`config.mk`:
```
export PLATFORM = sky130hd
export DESIGN_NAME = output_backprop_unit
export DESIGN_NICKNAME = d
export VERILOG_FILES = /design/src/rtl/output_backprop_unit.sv
export SDC_FILE = /design/constraint.sdc
export NUM_CORES = 2
export LEC_CHECK = 0
export ABC_CLOCK_PERIOD_IN_PS = 14700
export CAP_MARGIN = 20
export CORE_ASPECT_RATIO = 1.25
export CORE_MARGIN = 8
export CORE_UTILIZATION = 50
export DETAILED_ROUTE_END_ITERATION = 8
export PLACE_DENSITY = 0.73
export SKIP_CTS_REPAIR_TIMING = 1
export SYNTH_ARGS = -nofsm -noshare
export SYNTH_HDL_FRONTEND = slang
export SYNTH_SLANG_ARGS = --single-unit
export TNS_END_PERCENT = 1
```
`constraint.sdc`:
```
create_clock -name clk -period 14.7 [get_ports clk]
set_clock_uncertainty 0.05 [all_clocks]
set_input_delay 2.205 -clock clk [delete_from_list [all_inputs] [get_ports clk]]
set_output_delay 2.205 -clock clk [all_outputs]
set_load 0.05 [all_outputs]
```
`src/rtl/output_backprop_unit.sv`:
```
`default_nettype none
// ============================================================================
// Module   : output_backprop_unit
// Brief    : Linear output neuron. FP runs a sequential MAC forward pass,
//            BP streams dZ and the pre-update weights to the hidden neurons
//            while applying the SGD update. Optional macro: OBU_SAT_EN.
// Revision : 1.0 - initial release
// ============================================================================
module output_backprop_unit #(
    parameter int              N        = 3,
    parameter int              BITS     = 16,
    parameter int              FRAC     = 8,
    parameter int              LR_SHIFT = 4,
    parameter logic [BITS-1:0] W_INIT   = 16'h0100,
    parameter logic [BITS-1:0] B_INIT   = 16'h0000
) (
    input  logic                         clk,
    input  logic                         rst,
    input  logic                         FP,
    input  logic                         BP,
    input  logic [N-1:0][BITS-1:0]       x,
    input  logic [BITS-1:0]              y_true,
    output logic [BITS-1:0]              y,
    output logic [BITS-1:0]              dZ_out,
    output logic [BITS-1:0]              W_out,
    output logic [((N > 1) ? $clog2(N) : 1)-1:0] idx_out,
    output logic                         bp_valid,
    output logic                         busy,
    output logic                         done
);

    localparam int c_IW = (N > 1) ? $clog2(N) : 1;
    localparam int c_WW = 2 * BITS + 2;

    typedef enum logic [2:0] {
        S_IDLE = 3'd0,
        S_FWD  = 3'd1,
        S_BIAS = 3'd2,
        S_BWD  = 3'd3,
        S_BUPD = 3'd4
    } state_t;

    state_t                   r_state;
    logic [BITS-1:0]          r_w [N];
    logic [BITS-1:0]          r_b;
    logic [BITS-1:0]          r_dz;
    logic signed [2*BITS-1:0] r_acc;
    logic [c_IW-1:0]          r_idx;

    // Intermediate results are widened to c_WW so sat() sees the true value.
    function automatic logic [BITS-1:0] sat(input logic signed [c_WW-1:0] v);
`ifdef OBU_SAT_EN
        logic signed [c_WW-1:0] c_SMAX;
        logic signed [c_WW-1:0] c_SMIN;
        c_SMAX = {{(c_WW-BITS+1){1'b0}}, {(BITS-1){1'b1}}};
        c_SMIN = {{(c_WW-BITS+1){1'b1}}, {(BITS-1){1'b0}}};
        if (v > c_SMAX)
            return BITS'(c_SMAX);
        else if (v < c_SMIN)
            return BITS'(c_SMIN);
        else
            return BITS'(v);
`else
        return BITS'(v);
`endif
    endfunction

    logic signed [BITS-1:0]   w_xi;
    logic signed [BITS-1:0]   w_wi;
    logic signed [BITS-1:0]   w_dz;
    logic signed [BITS-1:0]   w_b;
    logic signed [BITS-1:0]   w_y;
    logic signed [BITS-1:0]   w_yt;
    logic signed [2*BITS-1:0] w_fprod;
    logic signed [2*BITS-1:0] w_fterm;
    logic signed [2*BITS-1:0] w_dprod;
    logic signed [2*BITS-1:0] w_dstep;
    logic signed [BITS-1:0]   w_bstep;

    logic signed [c_WW-1:0]   w_acc_x;
    logic signed [c_WW-1:0]   w_b_x;
    logic signed [c_WW-1:0]   w_wi_x;
    logic signed [c_WW-1:0]   w_dstep_x;
    logic signed [c_WW-1:0]   w_bstep_x;
    logic signed [c_WW-1:0]   w_y_x;
    logic signed [c_WW-1:0]   w_yt_x;
    logic signed [c_WW-1:0]   w_ysum;
    logic signed [c_WW-1:0]   w_wnew;
    logic signed [c_WW-1:0]   w_bnew;
    logic signed [c_WW-1:0]   w_dznew;

    assign w_xi    = x[r_idx];
    assign w_wi    = r_w[r_idx];
    assign w_dz    = r_dz;
    assign w_b     = r_b;
    assign w_y     = y;
    assign w_yt    = y_true;

    assign w_fprod = w_xi * w_wi;
    assign w_fterm = w_fprod >>> FRAC;
    assign w_dprod = w_dz * w_xi;
    assign w_dstep = (w_dprod >>> FRAC) >>> LR_SHIFT;
    assign w_bstep = w_dz >>> LR_SHIFT;

    assign w_acc_x   = r_acc;
    assign w_b_x     = w_b;
    assign w_wi_x    = w_wi;
    assign w_dstep_x = w_dstep;
    assign w_bstep_x = w_bstep;
    assign w_y_x     = w_y;
    assign w_yt_x    = w_yt;

    assign w_ysum  = w_acc_x + w_b_x;
    assign w_wnew  = w_wi_x - w_dstep_x;
    assign w_bnew  = w_b_x - w_bstep_x;
    assign w_dznew = w_y_x - w_yt_x;

    always_ff @(posedge clk) begin
        if (rst) begin
            r_state  <= S_IDLE;
            r_acc    <= '0;
            r_idx    <= '0;
            r_dz     <= '0;
            r_b      <= B_INIT;
            for (int i = 0; i < N; i++)
                r_w[i] <= W_INIT;
            y        <= '0;
            dZ_out   <= '0;
            W_out    <= '0;
            idx_out  <= '0;
            bp_valid <= 1'b0;
            busy     <= 1'b0;
            done     <= 1'b0;
        end else begin
            done     <= 1'b0;
            bp_valid <= 1'b0;
            case (r_state)
                S_IDLE: begin
                    busy <= 1'b0;
                    if (FP) begin
                        r_acc   <= '0;
                        r_idx   <= '0;
                        busy    <= 1'b1;
                        r_state <= S_FWD;
                    end else if (BP) begin
                        r_dz    <= sat(w_dznew);
                        r_idx   <= '0;
                        busy    <= 1'b1;
                        r_state <= S_BWD;
                    end
                end
                S_FWD: begin
                    r_acc <= r_acc + w_fterm;
                    if (r_idx == c_IW'(N - 1)) begin
                        r_idx   <= '0;
                        r_state <= S_BIAS;
                    end else begin
                        r_idx <= r_idx + c_IW'(1);
                    end
                end
                // busy stays high through the done cycle
                S_BIAS: begin
                    y       <= sat(w_ysum);
                    done    <= 1'b1;
                    r_state <= S_IDLE;
                end
                S_BWD: begin
                    bp_valid   <= 1'b1;
                    idx_out    <= r_idx;
                    dZ_out     <= r_dz;
                    W_out      <= r_w[r_idx];
                    r_w[r_idx] <= sat(w_wnew);
                    if (r_idx == c_IW'(N - 1)) begin
                        r_idx   <= '0;
                        r_state <= S_BUPD;
                    end else begin
                        r_idx <= r_idx + c_IW'(1);
                    end
                end
                S_BUPD: begin
                    r_b     <= sat(w_bnew);
                    done    <= 1'b1;
                    r_state <= S_IDLE;
                end
                default: r_state <= S_IDLE;
            endcase
        end
    end

endmodule
`default_nettype wire

```
==> out/qor.yml <==
synthesis.nets: 3660
hold_path_depth: 2
finalWirelength_um: 74350
cp.arrival_ns: 10.79
synthArstFlopShare: 0
vias: 20670
hold_viol_final: 0
post_synth.cell_area_avg_um2: 8.727
root_buffer: "clkbuf_16"
yosysWarnings: 0
crit_top_cell: "fa_1"
n_antenna_cell: 0
coreArea_um2: 51200
synth_most_common_cell: "inv_1"
nFillCells: 4630
max_stage_delay_ns: 0.64
netlist.top_cell.by_area: "fa_1"
seq_area_um2: 4085
dr.pass1.iters: 7
final_nets: 3722
path_buf_inv: 4
synth-edff-count: 64
finalCriticalPeriod_ns: 10.65
crit_family: "adder cells"
min_path_type: "register to register"
worstPathMaxFanout: 23
crit_path_top_delay_cell: "a21o_1"
cts_made_buffers: 17
slew_viol_final: 0
clk_pin_slew_ns: 0.07
syn-cell-area_um2: 25780
grt_max_degree: 89
overflow: 0
cts_tree: "done"
tns_ns: 0
synth.area.top_cells: "fa_1 (33%), ha_1 (11%), inv_1 (8.6%)"
synthTopCellsByCount: "inv_1 (589), fa_1 (419), nand2_1 (418)"
fp.dieH_um: 269.9
rsz0062_at_grt: "false"
dieWidth_um: 219.1
ys_types: 74
ys_ff_latch: 172
hpwl_um: 58400
post-route-util: 0.5516
tightest_slew_ns: 1.148
die-area_um2: 59130
clkLatencyLatePin_ns: 0.47
area_growth_pct: 9.542
status: "completed"
synthCells: 2954
start_util: 0.5035
clock.fmax_mhz: 93.89
ys_seq_area_frac: 0.1584
port_buffers: 120
multi_input_area_um2: 19000
cp-end-kind: "register"
grt_usage: 0.2577
io_pins: 121
fin_crit_sh: 0.7246
synth_top_area_frac: 0.3254
ys.flop_type: "dfxtp_1"
post_drt_wl_per_cell_um: 20.13
post-route-drc-count: 0
place_congestion: 0.9292
setup_viol: 0
cp.depth: 33
rr_worst_depth: 33
drive_gt1_frac: 0.03797
worstPathRequired_ns: 14.84
clock-sinks: 172
drt-initial-drc-count: 1429
antenna_found_initial: 1
grt_pass1_vias: 22330
cts.path.max_buffers: 2
cp-start-kind: "primary input"
rows: 93
worstSetupPathType: "primary input to register"
htreeDepth: 4
maxCapViolCount: 0
viasPerCell: 5.595
timing.slew.headroom: 0.2344
antenna_left: 0
grt_pass1_wl_um: 119100
-- registers in the layout (all words and copies together), names as in the netlist, named ones only --
register,count
dZ_out,16
done,1
r_b,16
r_acc,16
bp_valid,1
W_out,16
r_w,64
idx_out,2
r_dz,16
y,16
busy,1
r_idx,2
r_state,3
-- logic make-up (layout without fill, tap and decap cells) --
logic type,Yosys count,in the layout,synth area share
fa+ha+maj,638,638,0.4317
flops,172,172,0.1584
simple gates,957,957,0.1618
xor+xnor,114,114,0.03980
compound gates,318,318,0.08164
buf+inv,716,791,0.1055
mux,39,39,0.02121
-- cell usage in the layout, fill, tap and decap left out, types with 5 or more instances in the layout --
cell             count
nand3b_1             9
clkinv_1            10
mux2i_1             22
ha_1               219
o2111a_1             5
a211oi_1            11
nor2_1             284
a31oi_1              6
mux4_2              12
o21bai_1             6
o21a_1              19
dfxtp_1            107
a21o_1              27
xor2_1              23
inv_1              589
a21boi_0            11
buf_4               42
xnor2_1             89
clkbuf_16           17
clkdlybuf4s50_1    119
or2_2                7
nand3_1             29
edfxtp_1            64
inv_6                5
nor3_1              43
mux2_2               5
o31ai_1              9
fa_1               419
nand2_1            418
a22oi_1             13
a21oi_1            124
and3_1               7
or3_1               23
o21ai_0             37
nor2b_1             19
nand2b_1            11
and2_1              89
-- final timing paths --
kind | slack, ns | to | from
max reg2reg | 4.74 | r_acc[15] | r_idx[1]
max | 4.05 | r_w[2][14] | x[3]
min reg2reg | 0.41 | dZ_out[1] | dZ_out[1]
min | 0.41 | dZ_out[1] | dZ_out[1]
-- through the flow --
stage	hold WS (ns)	std cells	setup slack, ns	cell area, um^2
floorplan	0.3977	2954	4.700	25780
global placement	0.3947	3661	3.941	27660
detailed placement	0.3995	3661	3.688	27660
CTS	0.4143	3693	4.061	28230
global route	0.4295	3694	3.567	28240
finish	0.4108	3694	4.049	28240
-- worst min-delay path: stages, from the launching register on --
cell	delay (ns)
dfxtp_1	0.31
nand2_1	0.05
a21oi_1	0.05
-- per-layer routing --
layer,vias to the layer above,track usage,wire [um]
met3,275,0.06117,6997
li1,9238,-,-
met2,998,0.4165,34810
met5,-,0,16
met1,10150,0.3030,26770
met4,2,0.1665,5750
-- final cells by class --
class / count / area share
Clock buffer: 18 / 0.01520
Clock inverter: 14 / 0.005007
Inverter: 598 / 0.07949
Multi-Input combinational cell: 2066 / 0.6728
Sequential cell: 172 / 0.1447
Tap cell: 665 / 0.02946
Timing Repair Buffer: 161 / 0.05334
Power is not shown: default switching activity piles up to over one toggle a cycle in this logic, so the estimate is an artifact.
